===== src/rtl/mul_div_unit.sv =====
// mul_div_unit: RV32M iterative multiply/divide, 32 iterations per op.
// Define MULDIV_DIV_EN to build the restoring divider; otherwise ops 1xx complete immediately with 0.
module mul_div_unit (
    input  logic        clk,
    input  logic        resetn,
    input  logic        start,
    input  logic [2:0]  op,
    input  logic [31:0] a,
    input  logic [31:0] b,
    output logic        busy,
    output logic        done,
    output logic [31:0] result
);
    localparam logic [1:0] S_IDLE = 2'd0;
    localparam logic [1:0] S_RUN  = 2'd1;
    localparam logic [1:0] S_DONE = 2'd2;

    logic [1:0]  r_state;
    logic [4:0]  r_cnt;
    logic [1:0]  r_op;
    logic        r_neg;
    logic [31:0] r_hi, r_lo, r_b, r_result;

    logic        w_accept, w_skip, w_a_neg, w_b_neg, w_neg;
    logic [31:0] w_a_mag, w_b_mag, w_hi_n, w_lo_n, w_res, w_mul_hi, w_mul_lo, w_mul_res;
    logic [32:0] w_sum;
    logic [63:0] w_prod, w_sprod;

    assign w_accept = start && (r_state != S_RUN);
    assign w_a_neg  = a[31] && (op[2] ? ~op[0] : (op[1:0] == 2'b01 || op[1:0] == 2'b10));
    assign w_b_neg  = b[31] && (op[2] ? ~op[0] : (op[1:0] == 2'b01));
    assign w_a_mag  = w_a_neg ? -a : a;
    assign w_b_mag  = w_b_neg ? -b : b;
    // remainder takes the dividend's sign; everything else the XOR of both
    assign w_neg    = (op[2] && op[1]) ? w_a_neg : (w_a_neg ^ w_b_neg);

    // shift-add step: r_lo holds the multiplier and shifts out as product bits fill in
    assign w_sum     = {1'b0, r_hi} + {1'b0, r_lo[0] ? r_b : 32'd0};
    assign w_mul_hi  = w_sum[32:1];
    assign w_mul_lo  = {w_sum[0], r_lo[31:1]};
    assign w_prod    = {w_mul_hi, w_mul_lo};
    assign w_sprod   = r_neg ? -w_prod : w_prod;
    assign w_mul_res = (r_op == 2'b00) ? w_sprod[31:0] : w_sprod[63:32];

`ifdef MULDIV_DIV_EN
    logic        r_div, r_dz;
    logic [32:0] w_sh;
    logic [31:0] w_diff, w_div_hi, w_div_lo, w_q, w_r;
    logic        w_ge;

    assign w_sh     = {r_hi, r_lo[31]};
    assign w_ge     = w_sh[32] || (w_sh[31:0] >= r_b);
    assign w_diff   = w_sh[31:0] - r_b;
    assign w_div_hi = w_ge ? w_diff : w_sh[31:0];
    assign w_div_lo = {r_lo[30:0], w_ge};
    assign w_q      = r_dz ? 32'hFFFF_FFFF : (r_neg ? -w_div_lo : w_div_lo);
    assign w_r      = r_neg ? -w_div_hi : w_div_hi;
    assign w_hi_n   = r_div ? w_div_hi : w_mul_hi;
    assign w_lo_n   = r_div ? w_div_lo : w_mul_lo;
    assign w_res    = r_div ? (r_op[1] ? w_r : w_q) : w_mul_res;
    assign w_skip   = 1'b0;
`else
    assign w_hi_n   = w_mul_hi;
    assign w_lo_n   = w_mul_lo;
    assign w_res    = w_mul_res;
    assign w_skip   = op[2];
`endif

    always_ff @(posedge clk or negedge resetn) begin
        if (!resetn) begin
            r_state  <= S_IDLE;
            r_cnt    <= 5'd0;
            r_op     <= 2'd0;
            r_neg    <= 1'b0;
            r_hi     <= 32'd0;
            r_lo     <= 32'd0;
            r_b      <= 32'd0;
            r_result <= 32'd0;
`ifdef MULDIV_DIV_EN
            r_div    <= 1'b0;
            r_dz     <= 1'b0;
`endif
        end else if (w_accept) begin
            r_state <= w_skip ? S_DONE : S_RUN;
            r_cnt   <= 5'd0;
            r_op    <= op[1:0];
            r_neg   <= w_neg;
            r_hi    <= 32'd0;
            r_lo    <= w_a_mag;
            r_b     <= w_b_mag;
            if (w_skip)
                r_result <= 32'd0;
`ifdef MULDIV_DIV_EN
            r_div   <= op[2];
            r_dz    <= (b == 32'd0);
`endif
        end else if (r_state == S_RUN) begin
            r_hi  <= w_hi_n;
            r_lo  <= w_lo_n;
            r_cnt <= r_cnt + 5'd1;
            if (r_cnt == 5'd31) begin
                r_state  <= S_DONE;
                r_result <= w_res;
            end
        end else if (r_state == S_DONE) begin
            r_state <= S_IDLE;
        end
    end

    assign busy   = (r_state == S_RUN);
    assign done   = (r_state == S_DONE);
    assign result = r_result;
endmodule


===== config.mk =====
export PLATFORM = sky130hd
export DESIGN_NAME = mul_div_unit
export DESIGN_NICKNAME = d
export VERILOG_FILES = /design/src/rtl/mul_div_unit.sv
export SDC_FILE = /design/constraint.sdc
export NUM_CORES = 1
export LEC_CHECK = 0
export CAP_MARGIN = 20
export CORE_UTILIZATION = 31
export CTS_CLUSTER_DIAMETER = 150
export CTS_CLUSTER_SIZE = 24
export DETAILED_ROUTE_END_ITERATION = 12
export PLACE_DENSITY_LB_ADDON = 0.25
export SLEW_MARGIN = 10
export SYNTH_ARGS = -nofsm -noshare
export SYNTH_HDL_FRONTEND = slang
export SYNTH_SLANG_ARGS = --single-unit

===== constraint.sdc =====
create_clock -name clk -period 5.1 [get_ports clk]
set_input_delay 1.02 -clock clk [delete_from_list [all_inputs] [get_ports clk]]
set_output_delay 1.02 -clock clk [all_outputs]
set_load 0.01 [all_outputs]

# After elaboration in Yosys (flattened, before gate mapping)
# Cells that the tools add are included.
totals:
  wordCells: 57
  output_inout_bits: 34
  register_bits: 138
classes:
  n_eq_ne: 8
  mux: 23
  n_addsub: 5
  n_bitwise: 2
  n_reduce_logical: 11
op_table:
  columns: ["operator", "count"]
  rows:
  - ["$mux W32", 12]
  - ["$mux W64", 1]
  - ["$neg A32 Y32", 2]
  - ["$neg A64 Y64", 1]
  - ["$add A32 B32 Y33", 1]
  - ["$mux W2", 5]
  - ["$mux W5", 2]
  - ["$add A5 B1 Y5 const B", 1]
  - ["$eq A5 B5 Y1 const B", 1]
  - ["$eq A2 B1 Y1 const B", 2]
  - ["$eq A2 B2 Y1 const B", 2]
  - ["$logic_and A1 B1 Y1", 4]
  - ["$reduce_bool A2 Y1", 2]
  - ["$mux W1", 3]
  - ["$ne A3 B1 Y1 const B", 1]
  - ["$reduce_and A3 Y1", 1]
  - ["$reduce_bool A3 Y1", 1]
  - ["$logic_not A2 Y1", 1]
  - ["$ne A2 B1 Y1 const B", 1]
  - ["$ne A2 B2 Y1 const B", 1]
  - ["$reduce_and A2 Y1", 1]
  - ["$logic_or A1 B1 Y1", 1]
  - ["$not A1 Y1", 1]
  - ["$xor A1 B1 Y1", 1]

# Longest topological paths before layout
# Gate-level depths: netlist (run 1).
depth:
  word_depth: 8
  ltp_mapped: 15

# Least setup slack after synthesis (run 1)
# No wires, ideal clock.
synth_timing:
  path_kind: "register to register"
  start: "register r_lo[0]"
  end: "register r_result[27], in the netlist result[27]"
  t_required_ns: 4.973
  stages_incl_launch_ff: 16
  setup_slack_ns: 0.869
  arrival_ns: 4.105
  cell_sequence: "dfrtp_1 > clkbuf_1 > and2_1 > ha_1 > fa_1 > a21o_2 > a221oi_4 > a221oi_2 > o21a_4 > a2111o_1 > or4_4 > buf_6 > or3_4 > o41ai_2 > xor2_1 > o21ai_1"
synth_between:
  elab_chain_cells: 8
synth_lines:
  columns: ["element", "line_no", "text"]
  rows:
  - ["start, declared", "22", "logic [31:0] r_hi, r_lo, r_b, r_result;"]
  - ["start signal, assigned", "89", "r_lo <= w_a_mag;"]
  - ["start signal, assigned", "99", "r_lo <= w_lo_n;"]
  - ["$mux W32 (*)", "38", "assign w_sum = {1'b0, r_hi} + {1'b0, r_lo[0] ? r_b : 32'd0};"]
  - ["$add A32 B32 Y33 (*)", "38", null]
  - ["$neg A64 Y64", "42", "assign w_sprod = r_neg ? -w_prod : w_prod;"]
  - ["$mux W64 (*)", "42", null]
  - ["$mux W32 (*)", "43", "assign w_mul_res = (r_op == 2'b00) ? w_sprod[31:0] : w_sprod[63:32];"]
  - ["$mux W32 (*)", "101", "if (r_cnt == 5'd31) begin"]
  - ["$mux W32 (*)", "97", "end else if (r_state == S_RUN) begin"]
  - ["$mux W32 (*)", "83", "end else if (w_accept) begin"]
  - ["end signal, assigned", "103", "r_result <= w_res;"]
  - ["end, declared", "22", null]
# Mark *: on every way between the ends. The rest lies on a longest branch, timed or not. The select of a mux whose other input is x is not followed.
# A chain may end at the register's enable or synchronous reset.

# Worst setup path after layout (run 1)
# Ends and elaborated chain as after synthesis.

==> metrics, run 1 <==
status finished clean; post-cts sizing count 0; fin crit period about 4500 ps; clock buffer depth 2; ratio of cells with drive above 1 in the final layout 0.0704; grt met1 use 0.266; GRT met2 Usage 0.288; register area share after synthesis 0.323; Clock Skews between 15 and 20 ps; H-Tree Level Count 4; worst path required time around 5400 ps; gr usage total 0.184; die area between 30000 and 40000 sq um; Setup CP Type flip-flop to flip-flop; worst vdd ir between 0.0002 and 0.0003 V; area leader, netlist dfrtp_1; syn avg cell area between 8 and 9 sq um; routed vias ~10000; clk root buf clkbuf_16; Pleak between 5 and 6 nW; initial antenna violation count 0; most frequent cells after synthesis 197 x nand2_1, 196 x o21ai_0, 138 x dfrtp_1, 69 x xor2_1, 63 x xnor2_1; largest net degree at the start of global routing 69; Total Routed Length 32300 um; WP data arrival approximately 4800 ps; Power Density 517 nW/um^2; io pins between 100 and 150; standard-cell row count 67; First-pass DRT Iterations 6; synthesized flop and latch total approximately 140; Final #Nets 1492; Max-slew headroom 0.367; Synth Cell Area 10700 sq um; die width 188 um; M3 GR Usage 0.0230; maximum fanout along the worst path 14; Post-Syn Instances 1304; slowest cell on the critical path or4_2; DP Wirelength roughly 25000 um; worst slew pin tran 950 ps; GPL Wtd Cong about 0.9; YS warnings 0; area grow syn2layout 18.7%; main flop type after synthesis dfrtp_1; Overflow after GRT 0; Initial Util 0.317; initial detailed-routing violation count between 700 and 800; worst path bufs/invs 0; Largest stage delay, worst path 750 ps; drt wl/cell approximately 18 um; Buffers on Ports just over 100; FMAX around 220 MHz; number of global-route vias before repair approximately 9500; CTS buffer count 17; global route hottest layer met2; CTS Sinks ~140; Post-synth EDFFs 0; most numerous cell in the Yosys netlist nand2_1; RSZ-0062 raised after global routing false; top post-synthesis cells by area dfrtp_1 32%, o21ai_0 9.2%, nand2_1 6.9%; Worst-Skew Late Latency approximately 430 ps; Hold Violations, Final 0; fillers between 3000 and 4000; Yosys top cell area share 0.323; Slew Viols, Final 0; CP endpoint kind flip-flop; Setup Buffers After CTS 0; first-pass GRT wire length around 52000 um; critical path, cell by cell and2_1 -> ha_1 -> fa_1 -> a21o_2 -> a221o_2 -> a21oi_1 -> and3_1 -> nor3_1 -> or4_2 -> or3_4 -> o41ai_2 -> xor2_1 -> o21ai_1; Non-Filler Instances 1841; Synth Net Count around 1400; vias per cell 5.42; Worst Setup Start Kind flip-flop; ys async rst share 1.00; TNS Setup 0 ps; Die Span Y ~190 um; Worst Hold Slack between 400 and 500 ps; Clock Pin Slew Worst Setup and Hold Paths ~70 ps; ant diodes 0; Hold Crit Class flip-flop to flip-flop; fin crit share 0.874; Unique masters post-synth 90; Tot Pwr roughly 0.0066 W; Max Cap Violations 0; Core Region ~34000 sq um; Largest delay share family, worst path simple AND/OR/NAND/NOR gates; DRT antenna net count 0; DRC 0; setup violators final 0; # hold bufs at CTS 0; Post-Place Cells 1809; CTS tree yes
path summary, 6_finish.rpt:
kind                              start         end  slack, ps  cells past startpoint
worst max-delay path            r_lo[0]  result[27]        640                     13
worst min-delay path            r_b[18]     r_b[18]        480                      2
worst max register to register  r_lo[0]  result[27]        640                     13
worst min register to register  r_b[18]     r_b[18]        480                      2
max in group asynchronous        resetn    r_cnt[1]       3520                      2
min in group asynchronous        resetn   result[8]        550                      1
layout by cell type (no fill, tap or decap), types with 14 or more instances in the layout:
cell and count:
nand2_1 196, o21ai_0 196, dfrtp_1 138, clkdlybuf4s50_1 101
xor2_1 69, xnor2_1 63, nor2_1 58, a21oi_1 56
ha_1 40, and2_1 38, o31ai_1 30, a22o_1 28
or3_1 26, nor3_1 25, buf_4 24, nand3_1 23
inv_1 22, clkbuf_16 17, nor4_1 14
flip-flops by register name, summed over array words and instances (netlist names):
name	count
r_b	32
r_hi	32
r_lo	32
result	32
r_cnt	5
r_op	2
r_state	2
r_neg	1
worst min-delay path, stage by stage (launching register included):
cell	delay, ps
dfrtp_1	340
nand2_1	40
o21ai_0	60
final cells by class:
type                    instances  area (sq um)  share of cell area
multi-input cells            1074          6830               0.537
flip-flops and latches        138          3450               0.272
repair buffers                127          1210              0.0950
well taps                     448           561              0.0441
clock buffers                  17           425              0.0335
clock inverters                15           153              0.0120
inverters                      22          82.6             0.00650
metal layers:
| metal | vias to the layer above | part of all wire |
|---|---|---|
| li1 | 4915 | - |
| met1 | 4803 | 0.50 |
| met5 | - | 0 |
| met4 | 0 | 0.012 |
| met3 | 24 | 0.046 |
| met2 | 243 | 0.44 |
cell families after synthesis:
group | count (synthesis) | synth area share
adder cells (fa/ha/maj) | 42 | 0.0498
XOR/XNOR | 132 | 0.108
multiplexers | 13 | 0.0125
AND/OR/NAND/NOR | 450 | 0.203
buffers and inverters | 92 | 0.0414
flip-flops | 138 | 0.323
AO/OA/AOI/OAI | 437 | 0.263
power by group:
part,switching [W],internal [W],total (W)
combinational,0.00219,0.00131,0.00350
sequential,0.000385,0.00143,0.00181
clock,0.000569,0.000692,0.00126
per-stage QoR:
step           area (sq um)  setup slack [ps]   util
2_1_floorplan         10700               869      -
3_3_place_gp          12100               470  0.359
3_5_place_dp          12100               415  0.359
4_1_cts               12700               621  0.376
5_1_grt               12700               309  0.376
6_report              12700               640  0.376
Note: power is estimated with default switching activity, not from simulation.
==> run 2: changes to the inputs <==
- PLACE_DENSITY_LB_ADDON: 0.25 -> not set
- SLEW_MARGIN: 10 -> 40
==> metrics, run 2 (synthesis results as in run 1) <==
post-cts sizing count 0; DRT antenna net count 0; slowest cell on the critical path or4_4; die area 35300 sq um; Total Routed Length roughly 32000 um; number of global-route vias before repair between 9000 and 10000; initial detailed-routing violation count just over 700; largest net degree at the start of global routing 98; Slew Viols, Final 0; critical path, cell by cell and2_1 -> ha_1 -> fa_1 -> a21o_2 -> a221oi_4 -> a221oi_2 -> o21a_4 -> a2111o_1 -> or4_4 -> nor4_1 -> a31o_2 -> xor2_1 -> o21ai_0; clk root buf clkbuf_16; Hold Violations, Final 0; worst path required time ~5400 ps; TNS Setup 0 ps; R2R depth 13; standard-cell row count 67; Max-slew headroom 0.444; worst hold stages 2; ratio of cells with drive above 1 in the final layout 0.0738; commonest non-fill, non-tap cells in the layout 196 x nand2_1, 196 x o21ai_0, 138 x dfrtp_1; maximum fanout along the worst path 14; Setup CP Type flip-flop to flip-flop; fin crit period 4530 ps; io pins about 100; First-pass DRT Iterations 5; vias per cell ~5.4; Core Util, Final 0.380; CTS tree yes; Initial Util 0.317; CP endpoint kind flip-flop; CTS Sinks around 140; Die Span Y roughly 190 um; Max Cap Violations 0; # hold bufs at CTS 0; RSZ-0062 raised after global routing false; fin crit share 0.887; clock buffer depth 2; worst slew pin tran ~830 ps; fillers ~3500; setup violators final 0; worst vdd ir about 0.00029 V; Clock Pin Slew Worst Setup and Hold Paths about 70 ps; initial antenna violation count 0; Finished Cell Area between 10000 and 15000 sq um; cell area after placement 12200 sq um; Core Region approximately 34000 sq um; first-pass GRT wire length 52000 um; Worst Setup Start Kind flip-flop; routed vias 9978; Final #Nets around 1500; Worst-Skew Late Latency between 400 and 500 ps; Buffers on Ports around 100; Non-Filler Instances 1844; H-Tree Level Count 4; area grow syn2layout 19.9%; CTS buffer count 17; gr usage total 0.184; WP data arrival around 4800 ps; GPL Wtd Cong about 0.91; ant diodes 0; Pleak between 5 and 6 nW; Power Density 525 nW/um^2; Largest stage delay, worst path about 600 ps; Setup Buffers After CTS 0; FMAX between 200 and 250 MHz; Post-Place Cells 1811; Hold Crit Class flip-flop to flip-flop; Overflow after GRT 0; die width ~190 um; drt wl/cell 17.3 um; Tot Pwr 0.00674 W; status finished clean; DRC 0; DP Wirelength 24800 um; Clock Skews roughly 15 ps
-- run 2: cell types whose count changed in the layout (fill, tap and decap cells not counted), sizes merged --
cell / delta
clkinv: -2
buf: +2
clkbuf: +1
bufinv: +2
-- run 2: stage by stage --
stage	setup slack, ps	hold slack [ps]
floorplan	869	442
global placement	458	455
detailed placement	478	462
CTS	597	478
global route	345	500
finish	574	471
-- run 2: worst paths after layout --
path,from,endpoint,slack [ps]
max in group asynchronous,resetn,r_hi[8],3550
worst min-delay path,r_b[19],r_b[19],470
min in group asynchronous,resetn,r_hi[27],590
worst min register to register,r_b[19],r_b[19],470
worst max-delay path,r_lo[0],result[22],570
worst max register to register,r_lo[0],result[22],570
-- run 2: final cells by class --
type	instances	area [sq um]	share of cell area
timing repair buffer	130	1250	0.0975
inverter	22	82.6	0.00643
tap	448	561	0.0437
clock inverter	15	218	0.0170
clock buffer	17	425	0.0331
multi-input combinational	1074	6840	0.533
sequential	138	3450	0.269
-- run 2: power breakdown --
part	switching, W	internal (W)	leakage [nW]
clock	0.000586	0.000802	0.317
combinational	0.00219	0.00133	2.98
sequential	0.000399	0.00143	1.78
total	0.00318	0.00356	5.08
-- run 2: metal layers --
metal  track usage  share of wire
met5             0              0
met2         0.290           0.44
met1         0.265           0.49
met4        0.0397          0.015
met3        0.0281          0.050
-- run 2: critical path: cells and delay by family, from the launching register on --
kind                       cells  cell delay, ps
AOI/OAI and AO/OA              7            1680
and+or+nand+nor                3            1370
adders and majority gates      2             610
DFF                            1             520
xor gates and xnor gates       1             190
==> run 3: changes to the inputs <==
- GPL_TIMING_DRIVEN: not set -> 1
==> results of run 3 <==
No change in the layout: final DEF, timing and power equal those of run 2.
==> RTL change, RTL diff (config.mk and constraints of run 3) <==
Add a define of `MULDIV_DIV_EN`.
--- a/src/rtl/mul_div_unit.sv
+++ b/src/rtl/mul_div_unit.sv
@@ -1,5 +1,7 @@
 // mul_div_unit: RV32M iterative multiply/divide, 32 iterations per op.
 // Define MULDIV_DIV_EN to build the restoring divider; otherwise ops 1xx complete immediately with 0.
+`define MULDIV_DIV_EN
+
 module mul_div_unit (
     input  logic        clk,
     input  logic        resetn,
Function: changed (a bounded check fails within 4 cycles, from zero or initial values and one cycle with resetn low).
==> RTL change against run 3 <==
- sequential share of layout area is 7.6 points lower
- power is 110% higher
- setup slack lost 0.36 ns
- global-route usage increased by 4.3 points
- die area is 46% higher
- clock skew rose by 0.0047 ns
- design area up 42%
- via count increased by 62%
- core utilization is 1.1 points lower
- sequential cell count up 2
- final cell count is 55% higher
- synthesized area rose by 46%
- routed wire length rose by 81%
==> RTL change: results (changes against run 3) <==
Number of fill cells in the layout -> 5207 (was 3465)
Sequential cell power -> 2100 uW (was 1830 uW)
Routed vias -> 16200 (was 9978)
First-pass iteration count of the detailed router -> 5 (unchanged)
Leak -> 0.00737 uW (was 0.00508 uW)
Logic depth of the worst register-to-register path -> 16 (was 13)
Cell at the slowest stage of the critical path -> sky130_fd_sc_hd__or4b_4 (was sky130_fd_sc_hd__or4_4)
Final #Nets -> 2327 (was 1495)
Count of mapped cells out of synthesis -> 2134 (was 1304)
Critical Path AT -> 5.24 ns (was 4.83 ns)
Share of the yosys chip area belonging to registers -> 0.224 (was 0.323)
Run status -> completed (unchanged)
Met1 WL -> 26600 um (was 15700 um)
Post-Route Skew -> 0.0196 ns (was 0.0149 ns)
Drt via density -> 5.66 (was 5.41)
Insertion delay to the later sink of the worst-skew pair -> 0.47 ns (was 0.44 ns)
Number of DRC markers after the initial detailed-route iteration -> 1271 (was 726)
Placement-stage worst setup slack -> 0.0577 ns (was 0.478 ns)
Peak per-stage delay on the critical path -> 0.58 ns (was 0.61 ns)
Vias in the first global route -> 15300 (was 9559)
CTS Root Cell -> sky130_fd_sc_hd__clkbuf_16 (unchanged)
Most area-consuming cells after synthesis -> sky130_fd_sc_hd__dfrtp_1 22%, sky130_fd_sc_hd__a21oi_1 6.7%, sky130_fd_sc_hd__xnor2_1 6.5%, sky130_fd_sc_hd__o21ai_0 6.0%, sky130_fd_sc_hd__ha_1 5.9% (was sky130_fd_sc_hd__dfrtp_1 32%, sky130_fd_sc_hd__o21ai_0 9.2%, sky130_fd_sc_hd__nand2_1 6.9%, sky130_fd_sc_hd__xor2_1 5.6%, sky130_fd_sc_hd__xnor2_1 5.2%)
DP Cell Count -> 2821 (was 1811)
Transition time at the pin with the least slew margin -> 0.821 ns (was 0.829 ns)
Biggest fanout along the worst timing path -> 8 (was 14)
Adder and majority gate portion of the synthesized area -> 0.0617 (was 0.0498)
Max VDD drop -> 0.000427 V (was 0.000286 V)
Final Wtd Congestion -> 0.944 (was 0.912)
Global-route met2 utilization -> 0.367 (was 0.290)
Placed inst area -> 17500 um2 (was 12200 um2)
Detailed Route WL -> 57800 um (was 31900 um)
Post-detailed-placement half-perimeter wirelength -> 45300 um (was 24800 um)
Met1 Use GR -> 0.310 (was 0.265)
Total global routing track utilization -> 0.227 (was 0.184)
WL met2 -> 26900 um (was 14100 um)
Proportion of synthesized area in mux cells -> 0.0499 (was 0.0125)
Fraction of layout cells with a size suffix above 1 -> 0.0725 (was 0.0738)
Fraction of met3 tracks used by global routing -> 0.0286 (was 0.0281)
Number of distinct library cells after synthesis -> 81 (was 90)
Complex-gate fraction of the synthesized area -> 0.278 (was 0.263)
Flop pwr share -> 0.147 (was 0.271)
RTL change: cell count changes after synthesis, sizes merged, moves of 30 or more:
cell / run 3 / this run
mux2i: 10 / 69
clkbuf: 60 / 123
nor3: 25 / 55
ha: 41 / 74
a21oi: 58 / 208
xnor2: 63 / 117
nor2: 59 / 212
nand2: 197 / 238
inv: 22 / 73
RTL change: cell type report:
cell class              count  area, um2  share of cell area
multi-input cells        1771      11400               0.626
flip-flops and latches    140       3510               0.193
repair buffers            177       1610              0.0888
well taps                 664        831              0.0457
clock buffers              20        457              0.0251
inverters                  74        282              0.0155
clock inverters            12        111             0.00612
RTL change: final timing paths:
| check | from | endpoint | slack [ns] |
|---|---|---|---|
| min in group asynchronous | resetn | r_lo[23] | 0.54 |
| worst min-delay path | r_b[4] | r_b[4] | 0.48 |
| worst max-delay path | r_lo[31] | result[29] | 0.21 |
| worst max register to register | r_lo[31] | result[29] | 0.21 |
| max in group asynchronous | resetn | r_b[8] | 3.60 |
| worst min register to register | r_b[4] | r_b[4] | 0.48 |
